===== config.mk =====
export PLATFORM = sky130hd
export DESIGN_NAME = piso_stream
export DESIGN_NICKNAME = d
export VERILOG_FILES = /design/src/rtl/piso_pkg.sv /design/src/rtl/piso_hold_buf.sv /design/src/rtl/piso_stream.sv
export SDC_FILE = /design/constraint.sdc
export NUM_CORES = 1
export LEC_CHECK = 0
export BUFFER_PORTS_ARGS = -buffer_cell sky130_fd_sc_hd__buf_2
export CAP_MARGIN = 30
export CORE_MARGIN = 2
export CORE_UTILIZATION = 55
export CTS_BUF_LIST = sky130_fd_sc_hd__clkbuf_8
export CTS_CLUSTER_DIAMETER = 120
export DETAILED_ROUTE_END_ITERATION = 12
export GPL_TIMING_DRIVEN = 0
export PLACE_DENSITY = 0.89
export SLEW_MARGIN = 20
export SYNTH_ARGS = -nofsm -noshare
export SYNTH_HDL_FRONTEND = slang
export SYNTH_SLANG_ARGS = --single-unit

===== constraint.sdc =====
create_clock -name clk -period 2.2 [get_ports clk]
set_input_delay 0.11 -clock clk [delete_from_list [all_inputs] [get_ports clk]]
set_output_delay 0.11 -clock clk [all_outputs]
set_load 0.02 [all_outputs]

===== src/rtl/piso_pkg.sv =====
// Shared types and sizing helpers for the piso_stream serialiser.
package piso_pkg;

    typedef enum logic {
        IDLE  = 1'b0,
        SHIFT = 1'b1
    } state_t;

    // Bit-counter width; never narrower than one bit.
    function automatic int count_width(input int width);
        return (width > 1) ? $clog2(width) : 1;
    endfunction

endpackage


===== src/rtl/piso_hold_buf.sv =====
// One-word holding buffer in front of the shifter: captures on valid&&ready,
// hands the word over when the shifter asserts take.
module piso_hold_buf #(
    parameter int WIDTH = 8
) (
    input  logic             clk,
    input  logic             reset,
    input  logic [WIDTH-1:0] data,
    input  logic             data_valid,
    output logic             data_ready,
    input  logic             take,
    output logic [WIDTH-1:0] word,
    output logic             full
);

    // data_ready is its own flop (always !full) so upstream sees no
    // combinational path from data_valid.
    // NOTE: sequential state uses non-blocking assignments so every flop
    // samples pre-edge values regardless of statement order.
    // NOTE: the data register is reset along with the flags so a discarded
    // word never leaks into the next transfer.
    always_ff @(posedge clk or posedge reset) begin
        if (reset) begin
            full       <= 1'b0;
            data_ready <= 1'b1;
            word       <= '0;
        end else if (take) begin
            full       <= 1'b0;
            data_ready <= 1'b1;
        end else if (data_valid && data_ready) begin
            word       <= data;
            full       <= 1'b1;
            data_ready <= 1'b0;
        end
    end

endmodule


===== src/rtl/piso_stream.sv =====
// Parallel-in/serial-out shifter with a one-word holding buffer, selectable
// bit order and an external shift strobe; all outputs registered.
module piso_stream
    import piso_pkg::*;
#(
    parameter int WIDTH      = 8,
    parameter bit MSB_FIRST  = 1'b1,
    parameter bit IDLE_LEVEL = 1'b1
) (
    input  logic             clk,
    input  logic             reset,
    input  logic [WIDTH-1:0] data,
    input  logic             data_valid,
    output logic             data_ready,
    input  logic             shift_en,
    output logic             q,
    output logic             busy,
    output logic             word_done
);

    localparam int            CW   = count_width(WIDTH);
    localparam logic [CW-1:0] LAST = CW'(WIDTH - 1);

    state_t           state, state_nx;
    logic [WIDTH-1:0] sreg, sreg_nx;
    logic [CW-1:0]    count, count_nx;
    logic             done_nx;
    logic             take;
    logic [WIDTH-1:0] hold_word;
    logic             hold_full;

    function automatic logic head(input logic [WIDTH-1:0] v);
        return MSB_FIRST ? v[WIDTH-1] : v[0];
    endfunction

    piso_hold_buf #(.WIDTH(WIDTH)) u_hold (
        .clk        (clk),
        .reset      (reset),
        .data       (data),
        .data_valid (data_valid),
        .data_ready (data_ready),
        .take       (take),
        .word       (hold_word),
        .full       (hold_full)
    );

    // NOTE: every signal assigned here gets a default first, so no path
    // through the case leaves one unassigned and no latch is inferred.
    always_comb begin
        state_nx = state;
        sreg_nx  = sreg;
        count_nx = count;
        done_nx  = 1'b0;
        take     = 1'b0;
        unique case (state)
            IDLE: begin
                if (hold_full) begin
                    take     = 1'b1;
                    sreg_nx  = hold_word;
                    count_nx = '0;
                    state_nx = SHIFT;
                end
            end
            SHIFT: begin
                if (shift_en) begin
                    if (count == LAST) begin
                        done_nx = 1'b1;
                        if (hold_full) begin
                            take     = 1'b1;
                            sreg_nx  = hold_word;
                            count_nx = '0;
                        end else begin
                            state_nx = IDLE;
                        end
                    end else begin
                        sreg_nx  = MSB_FIRST ? {sreg[WIDTH-2:0], 1'b0}
                                             : {1'b0, sreg[WIDTH-1:1]};
                        count_nx = count + CW'(1);
                    end
                end
            end
            default: state_nx = IDLE;
        endcase
    end

    // q and busy are computed from next-state values so they are true flops
    // yet change on the same edge as the shifter.
    always_ff @(posedge clk or posedge reset) begin
        if (reset) begin
            state     <= IDLE;
            sreg      <= '0;
            count     <= '0;
            q         <= IDLE_LEVEL;
            busy      <= 1'b0;
            word_done <= 1'b0;
        end else begin
            state     <= state_nx;
            sreg      <= sreg_nx;
            count     <= count_nx;
            q         <= (state_nx == SHIFT) ? head(sreg_nx) : IDLE_LEVEL;
            busy      <= (state_nx == SHIFT);
            word_done <= done_nx;
        end
    end

endmodule


; Yosys cells after proc, flatten, opt, wreduce, memory -nomap -nowiden
; Index checks and enable logic that the tools add are counted.
[totals]
reg_bits = 24
latchBits = 0
ramBits = 0
rom_bits = 0
output_inout_bits = 4
elab_cells = 40
memories = 0
[classes]
addsub = 1
mul = 0
div = 0
order_cmp = 0
n_eq_ne = 2
shift = 0
muxes = 23
n_bitwise = 2
n_reduce_logical = 3
[ops]
columns = operator, n
row1 = $mux W8, 3
row2 = $pmux W8 S2, 1
row3 = $mux W1, 13
row4 = $mux W3, 3
row5 = $pmux W3 S2, 1
row6 = $pmux W1 S2, 2
row7 = $add A3 B1 Y3 const B, 1
row8 = $eq A3 B3 Y1 const B, 1
row9 = $ne A2 B2 Y1 const B, 1
row10 = $not A1 Y1, 2
row11 = $reduce_and A2 Y1, 1
row12 = $reduce_bool A2 Y1, 1
row13 = $logic_and A1 B1 Y1, 1

; Logic depth before layout (Yosys ltp)
[logic_depth]
depth_word = 6
ltp_mapped = 6

; Cells and area by module
; A second synthesis with hierarchy kept.
[hier_totals]
cells_unflattened = 85
area_unflattened_um2 = 1093.5
[by_module_without_submodules]
columns = mod, instances, cells_each, area_per_inst_um2, seq_area_each_um2
row1 = piso_stream, 1, 61, 708.2, 351.6
row2 = piso_hold_buf, 1, 24, 385.4, 251.5

; Worst setup path before layout
; No wires, ideal clock.
[synth_path]
path_kind = reg-to-reg
from = register count[0]
to = register sreg[1]
arrival_ns = 1.626
slack_ns = 0.448
path_stages_with_launch = 7
path_buffers = 1
cell_sequence = dfrtp_1 -> ha_1 -> ha_1 -> a21bo_4 -> and2_4 -> buf_6 -> a221o_1
[synth_between]
elab_chain_cells = 4
[synth_lines]
columns = element, line_no
row1 = from (decl), piso_stream.sv:26  ; logic [CW-1:0] count, count_nx;
row2 = from (signal assigned), piso_stream.sv:99  ; count <= count_nx;
row3 = $eq A3 B3 Y1, piso_stream.sv:66  ; if (count == LAST) begin
row4 = $mux W8, piso_stream.sv:66
row5 = $mux W8, piso_stream.sv:65  ; if (shift_en) begin
row6 = $pmux W8 S2, piso_stream.sv:55  ; unique case (state)
row7 = to (signal assigned), piso_stream.sv:98  ; sreg <= sreg_nx;
row8 = to (decl), piso_stream.sv:25  ; logic [WIDTH-1:0] sreg, sreg_nx;
; No other way between the ends. The select of a mux whose other input is x is not followed.
; A chain may end at the register's enable or synchronous reset.

; Worst setup path after layout
; Same ends and word-level chain as after synthesis.

==> reports/results.txt <==
Status -> complete, no violations
Initial Util -> 59.8%
Vias -> 734
Post-Synth XOR/XNOR Area -> 0%
DRT iter0 DRCs -> 7
Drt wl/cell -> 14.0 microns
Clock Latency Late Sink -> 260 ps
CTS tree -> yes
Most frequent cells in the layout -> dfrtp_1 (22), buf_2 (15), mux2_2 (8), and3_1 (8), a221o_1 (6)
Final setup fails -> 0
Mapped Nets -> 99
First-pass GRT wire length -> 3050 microns
Post-synthesis cell type count -> 27
Register area share after synthesis -> 56.6%
# port buffers -> 15
Die W -> 48.0 microns
Largest family of logic cells by synthesized area -> compound AO/OA/AOI/OAI gates
Clock sinks -> 24
# rows -> 15
Crit. End Element -> register
Dpl hpwl -> 1320 microns
Final hold violations -> 0
FMAX -> 499 MHz
Setup TNS Final -> 0 ps
Tightest Pin Transition -> 504 ps
VDD IR-drop max -> 0.000398 V
Reg clk slew, reported paths -> 80 ps
Final WL -> 1820 microns
Post-synthesis mux area share -> 8.45%
Top-Level Pins -> 16
RSZ-0062 raised after global routing -> no
Root buffer cell -> clkbuf_8
Avg Cell Area, Syn -> 12.7 sq um
Crit path DAT -> 2150 ps
Top fanout value on the critical path -> 8
# DRC -> 0
Final std cells w/o fill -> 130
Pins Over Slew Limit -> 0
Hold wc startpoint -> data[2]
N_diodes -> 0
Layout net count -> 121
LEAKAGE -> 0.685 nW
Max-Cap Viols -> 0
Vias in the first global route -> 689
CP Launch Point -> count[0]
Post-route ant nets -> 0
PnR worst setup slack -> 197 ps
Placeable Area -> 0.00178 sq mm
Die Span Y -> 48.0 microns
Most common cell after layout, fill and taps aside -> dfrtp_1
Worst Setup Start Kind -> register
Yosys synthesis warning count -> 0
Placed cell count -> 124
Worst flop-to-flop path startpoint -> count[0]
TritonCTS buffer count -> 3
Hold crit path type -> in2reg
Gr usage total -> 20.0%
Layout cells sized above 1 -> 32.4%
Post-Synth Simple-Gate Area -> 11.3%
Vias per inst -> 5.65
Clock Skew -> 3.72 ps
Total iterations of the first detailed-routing run -> 4
Post-route clock period utilization -> 91.0%
Initial antenna violation count -> 0
Setup CP Type -> reg2reg
Max_slew headroom -> 66.2%
Compound-Gate Fraction of Synth Area -> 17.0%
Die area -> 0.00231 sq mm
Pin count of the biggest net entering global routing -> 25
#FFs+latches synth -> 24
Clock buffer depth -> 2
Synth Area in Adders -> 3.52%
Area Overhead vs Synth -> 17.5%
Minimum clock period after layout -> 2000 ps
Synth Cell Area -> 0.00107 sq mm
Post-Synthesis Cells -> 84
Number of H-tree levels -> 1
Post-CTS Resized -> 0
GRT Residual Overflow -> 0
Place WS -> 243 ps
Critical Path RT -> 2350 ps
PwrDens -> 607 mW/mm^2
Gpl congestion -> 0.813
[layer usage]
metal / routed length (microns) / track usage [%] / vias to the layer above
met5: 0 / 0 / -
met4: 30 / 11.9 / 0
met3: 86 / 4.53 / 4
met2: 886 / 30.9 / 20
met1: 814 / 25.4 / 361
li1: - / - / 349
[cell usage after synthesis (all sizes together)]
cell type	number	area share [%]
nand3b	1	0.70
a21oi	4	2.9
nor2b	2	1.2
nand2b	1	0.59
and2	1	0.82
nor3	1	0.47
clkbuf	2	0.70
and3	8	4.7
nand2	3	1.1
a211o	1	0.82
nor2	3	1.1
a21o	3	2.1
o21ai	2	0.94
ha	3	3.5
mux2	8	8.5
a22o	2	1.6
a311oi	1	0.82
or2b	1	0.70
a221o	6	5.6
inv	4	1.4
dfrtp	22	52
a31oi	1	0.59
buf	1	1.1
a21bo	1	1.5
dfstp	2	4.9
[report_power, final]
group	switching, W	total, W	leakage, nW	internal [W]
registers	0	0.000441	0.323	0.000441
clock network	0.000133	0.000293	0.0288	0.000160
logic	0.0000146	0.0000262	0.333	0.0000116
total	0.000148	0.000760	0.685	0.000612
[layout make-up]
class	count	area, sq um
multi-input cells	53	429
clock buffers	4	55.1
repair buffers	17	100
plain buffers	3	18.8
well taps	25	31.3
fillers	140	531
flip-flops and latches	24	603
inverters	4	15.0
[state kept, by name, summed over array words and instances, names as in the netlist]
| name | count |
|---|---|
| word_done | 1 |
| u_hold.word | 8 |
| u_hold.data_ready | 1 |
| state | 1 |
| q | 1 |
| sreg | 8 |
| u_hold.full | 1 |
| count | 3 |
[repair_timing]
item	in CTS	in global routing
buffers inserted	0	0
hold buffers	0	1
endpoints found under the hold margin	0	8
setup endpoints to repair	0	0
[stage by stage]
stage / cell area [sq um] / power, W / util [%] / hold WS, ps
after floorplan: 1070 / 0.000459 / - / 123
after global placement: 1170 / 0.000471 / 65.8 / 320
after detailed placement: 1170 / 0.000472 / 65.8 / 323
after CTS: 1230 / 0.000766 / 68.8 / 37.0
after global routing: 1250 / 0.000795 / 70.2 / 68.7
final: 1250 / 0.000760 / 70.2 / 73.8
[final timing paths]
path                                   to  slack [ps]  cells past startpoint
max reg2reg                       sreg[1]         200                      5
min                        u_hold.word[2]          70                      2
max in group asynchronous               q        1330                      4
max                               sreg[1]         200                      5
min reg2reg                       sreg[3]         510                      1
min in group asynchronous  u_hold.word[5]         360                      3
[logic make-up after synthesis]
family | Yosys count
DFF | 24
AOI/OAI and AO/OA | 21
and+or+nand+nor | 21
muxes | 8
buffers and inverters | 7
adders and majority gates | 3
[worst max-delay path: stages (launching register included)]
cell,delay (ps)
dfrtp_1,400
ha_1,220
ha_1,250
nor2b_1,390
o21ai_1,270
a221o_1,360
Note: power is estimated with default switching activity, not from simulation.
